===== src/rtl/fetch_pc_gen.sv =====
// Fetch-stage next-PC generator: direct-mapped BTB combined with an external
// gshare direction, execute-stage mispredict recovery, gshare training and stats.
module fetch_pc_gen #(
  parameter logic [31:0] RESET_PC  = 32'h0000_0000,
  parameter int          BTB_IDX_W = 4
) (
  input  logic        clk,
  input  logic        reset,
  input  logic        stall_in,
  input  logic        gshare_pred_in,
  output logic [31:0] pc_out,
  output logic        pc_valid_out,
  output logic        pred_taken_out,
  output logic [31:0] pred_target_out,
  input  logic        ex_valid_in,
  input  logic        ex_is_branch_in,
  input  logic [31:0] ex_pc_in,
  input  logic        ex_taken_in,
  input  logic [31:0] ex_target_in,
  input  logic        ex_pred_taken_in,
  input  logic [31:0] ex_pred_target_in,
  output logic        flush_out,
  output logic        gshare_upd_valid_out,
  output logic [31:0] gshare_upd_pc_out,
  output logic        gshare_upd_taken_out,
  output logic [31:0] branch_cnt_out,
  output logic [31:0] mispred_cnt_out
);

  localparam int BTB_ENTRIES = 1 << BTB_IDX_W;
  localparam int TAG_W       = 30 - BTB_IDX_W;

  logic [31:0]          pc_reg;
  logic [31:0]          pc_next;
  logic                 pc_valid_reg;
  logic [BTB_ENTRIES-1:0] btb_valid_reg;
  logic [TAG_W-1:0]     btb_tag_mem    [BTB_ENTRIES];
  logic [29:0]          btb_target_mem [BTB_ENTRIES];

  logic                 upd_valid_reg;
  logic [31:0]          upd_pc_reg;
  logic                 upd_taken_reg;
  logic [31:0]          branch_cnt_reg;
  logic [31:0]          mispred_cnt_reg;

  // Fetch-side lookup
  logic [BTB_IDX_W-1:0] fetch_idx;
  logic [TAG_W-1:0]     fetch_tag;
  logic                 btb_hit;
  logic [31:0]          pc_plus4;
  logic                 pred_taken;
  logic [31:0]          pred_target;

  // Execute-side resolution
  logic [BTB_IDX_W-1:0] ex_idx;
  logic [TAG_W-1:0]     ex_tag;
  logic                 ex_branch;
  logic                 ex_taken_branch;
  logic [31:0]          ex_pc_plus4;
  logic [31:0]          correct_pc;
  logic                 mispred;

  assign fetch_idx = pc_reg[BTB_IDX_W+1:2];
  assign fetch_tag = pc_reg[31:BTB_IDX_W+2];
  assign btb_hit   = btb_valid_reg[fetch_idx] && (btb_tag_mem[fetch_idx] == fetch_tag);
  assign pc_plus4  = (pc_reg + 32'd4) & 32'hFFFF_FFFC;

  assign pred_taken  = pc_valid_reg && btb_hit && gshare_pred_in;
  assign pred_target = pred_taken ? {btb_target_mem[fetch_idx], 2'b00} : pc_plus4;

  assign ex_idx          = ex_pc_in[BTB_IDX_W+1:2];
  assign ex_tag          = ex_pc_in[31:BTB_IDX_W+2];
  assign ex_branch       = ex_valid_in && ex_is_branch_in;
  assign ex_taken_branch = ex_branch && ex_taken_in;
  assign ex_pc_plus4     = (ex_pc_in + 32'd4) & 32'hFFFF_FFFC;

  always_comb begin
    correct_pc = ex_pc_plus4;
    if (ex_is_branch_in && ex_taken_in) begin
      correct_pc = ex_target_in & 32'hFFFF_FFFC;
    end
  end

  // A taken prediction on a non-branch (BTB alias) falls out of the target
  // compare, since correct_pc is then the fall-through address.
  always_comb begin
    mispred = 1'b0;
    if (ex_valid_in) begin
      if (ex_pred_taken_in) begin
        mispred = (ex_pred_target_in != correct_pc);
      end else begin
        mispred = ex_is_branch_in && ex_taken_in;
      end
    end
  end

  // The first valid cycle after reset fetches RESET_PC itself, so hold until then.
  always_comb begin
    pc_next = pc_reg;
    if (mispred) begin
      pc_next = correct_pc;
    end else if (!stall_in && pc_valid_reg) begin
      pc_next = pred_target;
    end
  end

  always_ff @(posedge clk) begin
    if (reset) begin
      pc_reg       <= RESET_PC & 32'hFFFF_FFFC;
      pc_valid_reg <= 1'b0;
    end else begin
      pc_reg       <= pc_next;
      pc_valid_reg <= 1'b1;
    end
  end

  // Valid bits need reset; tag/target storage is plain RAM written on taken branches.
  generate
    for (genvar gi = 0; gi < BTB_ENTRIES; gi++) begin : g_btb_valid
      always_ff @(posedge clk) begin
        if (reset) begin
          btb_valid_reg[gi] <= 1'b0;
        end else if (ex_taken_branch && (ex_idx == BTB_IDX_W'(gi))) begin
          btb_valid_reg[gi] <= 1'b1;
        end
      end
    end
  endgenerate

  always_ff @(posedge clk) begin
    if (ex_taken_branch) begin
      btb_tag_mem[ex_idx]    <= ex_tag;
      btb_target_mem[ex_idx] <= ex_target_in[31:2];
    end
  end

  always_ff @(posedge clk) begin
    if (reset) begin
      upd_valid_reg   <= 1'b0;
      upd_pc_reg      <= 32'd0;
      upd_taken_reg   <= 1'b0;
      branch_cnt_reg  <= 32'd0;
      mispred_cnt_reg <= 32'd0;
    end else begin
      upd_valid_reg <= ex_branch;
      upd_pc_reg    <= ex_pc_in;
      upd_taken_reg <= ex_taken_in;
      if (ex_branch) begin
        branch_cnt_reg <= branch_cnt_reg + 32'd1;
      end
      if (mispred) begin
        mispred_cnt_reg <= mispred_cnt_reg + 32'd1;
      end
    end
  end

  assign pc_out               = pc_reg;
  assign pc_valid_out         = pc_valid_reg;
  assign pred_taken_out       = pred_taken;
  assign pred_target_out      = pred_target;
  assign flush_out            = mispred;
  assign gshare_upd_valid_out = upd_valid_reg;
  assign gshare_upd_pc_out    = upd_pc_reg;
  assign gshare_upd_taken_out = upd_taken_reg;
  assign branch_cnt_out       = branch_cnt_reg;
  assign mispred_cnt_out      = mispred_cnt_reg;

endmodule


===== config.mk =====
export PLATFORM = sky130hd
export DESIGN_NAME = fetch_pc_gen
export DESIGN_NICKNAME = d
export VERILOG_FILES = /design/src/rtl/fetch_pc_gen.sv
export SDC_FILE = /design/constraint.sdc
export NUM_CORES = 1
export LEC_CHECK = 0
export ABC_AREA = 0
export ABC_CLOCK_PERIOD_IN_PS = 7400
export BUFFER_PORTS_ARGS = -buffer_cell sky130_fd_sc_hd__buf_2
export CORE_AREA = 2 2 359 361
export CTS_CLUSTER_DIAMETER = 60
export CTS_CLUSTER_SIZE = 12
export DETAILED_ROUTE_END_ITERATION = 8
export DIE_AREA = 0 0 361 363
export HOLD_SLACK_MARGIN = 0.02
export PLACE_DENSITY = 0.57
export SYNTH_ARGS = -nofsm -noshare
export SYNTH_HDL_FRONTEND = slang
export SYNTH_SLANG_ARGS = --single-unit

===== constraint.sdc =====
create_clock -name clk -period 7.4 [get_ports clk]
set_input_delay 1.48 -clock clk [delete_from_list [all_inputs] [get_ports clk]]
set_output_delay 1.48 -clock clk [all_outputs]
set_load 0.01 [all_outputs]

==> impl_metrics.tcl <==
set metrics [dict create \
    status "finished clean" \
    tightest_slew_ps 1440 \
    synth_top_area_share_pct 61.0 \
    slew_violations 0 \
    synthTopCellsByArea "edfxtp_1, mux4_2, dfxtp_1" \
    largest_reg_flops 480 \
    grt_max_degree 95 \
    pwr_density_cell_mw_per_mm2 253 \
    syn_inst 2693 \
    clkTransAtPathRegs_ps 60 \
    synth-async-reset-ratio_pct 0 \
    route.detailed.drc 0 \
    worstPathMaxFanout 45 \
    hold_class "reg -> reg" \
    critPathLaunchType "flop" \
    root_buffer "clkbuf_16" \
    synth_commonest_cells "edfxtp_1, mux4_2, nor2_1" \
    synth.most_common_cell "edfxtp_1" \
    fin_tns_setup_ps 0 \
    swShare_pct 24.3 \
    fin_skew_ps 35.2 \
    wirelength_um 145000 \
    fillCellCount 11600 \
    synthesis.area_sq_mm 0.0441 \
    overflow 0 \
    drive_gt1_share_pct 26.7 \
    p_seq_share_pct 51.0 \
    reg_top3 "btb_target_mem x480, btb_tag_mem x416" \
    reg2reg_slack_ps 2250 \
    port_buffers 262 \
    power.total_uw 12800 \
    nets 3104 \
    antenna_found_initial 30 \
    clock_power_share_pct 39.5 \
    postSynthAreaPerCell_sq_um 16.4 \
    drt_iter0_drc 3228 \
    ioPinCount 269 \
    hold_viol 0 \
    die_height_um 363 \
    p_comb_share_pct 9.5 \
    dieArea_sq_mm 0.131 \
    viasPerCell 5.71 \
    cts_made_buffers 105 \
    irDropWorstVdd_v 0.000195 \
    vias 27100 \
    ctsHoldBuffers 0 \
    coreArea_sq_mm 0.127 \
    crit_type "reg -> out" \
    insertion_delay_ps 710 \
    grt_pass1_vias 26300 \
    cts_setup_buffers 0 \
    rows 131 \
    switchingPower_uw 3120 \
    hpwl_um 95100 \
    post-route-period-util_pct 98.1 \
    yosys.cell_types.count 89 \
    endpoint_kind "output port" \
    required_ps 5920 \
    grt_pass1_wl_um 201000 \
    top_register "btb_target_mem" \
    grt_use_total_pct 21.7 \
    cp.arrival_ps 5780 \
    first_pass_iters 6 \
    h-tree-depth 3 \
    cts_tree "done" \
    layout_min_cycle_time_ps 7260 \
    grt_setup_unrepaired "no" \
    cts-resized-gates 0 \
    ys.warnings.count 0 \
    cellLeakagePower_uw 0.0165 \
    synth_edf_count 896 \
    post_drt_wl_per_cell_um 30.5 \
    slew_headroom_pct 2.70 \
    die_w_um 361 \
    ys_seq_area_share_pct 67.7 \
    synth_area_leader_cell "edfxtp_1" \
    clock.fmax_mhz 138 \
    ant_nets 0 \
    internal_power_uw 9730 \
    gp_congestion 0.963 \
    clk_path_buf_depth 3 \
    maxCapViolCount 0 \
    syn2layout_area_growth_pct 15.2 \
    clock_sinks 1045 \
    start_util_pct 34.7 \
    synth_flop_cell "edfxtp_1" \
    setup-violations-final 0 \
    ys_ff_latch 1045 \
]
-- worst max-delay path, cell delays in order, from the launching register on --
cell and delay, ps:
dfxtp_4 930, buf_4 450, mux4_2 570, nor2b_1 120
a311o_1 160, nor3_1 60, o41ai_1 530, o21a_1 430
nor4_4 90, buf_4 210, o21ai_0 1130, buf_2 310
-- power groups by stage --
stage	combinational (uW)	clock [uW]	sequential, uW
after floorplan	721	0	6610
after global placement	1210	0	6670
after detailed placement	1210	0	6670
after CTS	1210	5160	6550
after global routing	1290	5380	6550
final	1220	5070	6550
-- final timing paths --
path | endpoint | start | cells after the start
worst min-delay path | btb_valid_reg[8]$_SDFFE_PP0P_ | btb_valid_reg[8]$_SDFFE_PP0P_ | 2
worst min register to register | btb_valid_reg[8]$_SDFFE_PP0P_ | btb_valid_reg[8]$_SDFFE_PP0P_ | 2
worst max-delay path | pred_target_out[5] | flop | 11
worst max register to register | pc_out[29]$_SDFFE_PP0P_ | flop | 12
-- layout by cell type, fill, tap and decap left out, types with 52 or more instances in the layout --
cell,instances
a21oi_1,66
buf_2,261
buf_4,89
clkbuf_16,105
dfxtp_1,146
edfxtp_1,896
mux2i_1,65
mux4_2,246
nand2_1,140
nand3_1,62
nor2_1,152
xnor2_1,75
xor2_1,52
-- stage by stage --
stage / utilization [%] / setup slack [ps] / std cells / cell area (sq um) / hold slack, ps
floorplan: - / 1190 / 2696 / 44100 / 435
global placement: 37.5 / 928 / 4548 / 47700 / 445
detailed placement: 37.5 / 930 / 4548 / 47700 / 457
CTS: 40.0 / 349 / 4733 / 50800 / 470
global route: 40.0 / 55.4 / 4734 / 50800 / 496
finish: 40.0 / 142 / 4738 / 50900 / 468
-- final cells by class --
type,count,area (sq um),area share [%]
Antenna cell,5,12.5,0.0246
Clock buffer,158,2860,5.62
Clock inverter,27,314,0.618
Inverter,51,193,0.379
Multi-Input combinational cell,1436,13400,26.4
Sequential cell,1045,29900,58.8
Tap cell,1662,2080,4.09
Timing Repair Buffer,354,2050,4.04
-- cell families after synthesis --
kind of cell,count (synthesis),synth area share (%)
AO/OA/AOI/OAI,303,4.78
buffers and inverters,215,2.13
other,1,0.00850
multiplexers,359,15.3
AND/OR/NAND/NOR,635,7.29
adder cells (fa/ha/maj),7,0.198
flip-flops,1045,67.7
XOR/XNOR,128,2.57
-- per-layer routing --
| metal | wire (um) | GRT usage, % | vias up | share of wire, % |
|---|---|---|---|---|
| met1 | 61400 | 30.6 | 14200 | 42 |
| met3 | 15800 | 7.15 | 219 | 11 |
| li1 | - | - | 11300 | - |
| met2 | 63700 | 32.4 | 1318 | 44 |
| met5 | 207 | 0 | - | 0.14 |
| met4 | 3520 | 5.60 | 30 | 2.4 |
Power figures use the tool's default switching activity.
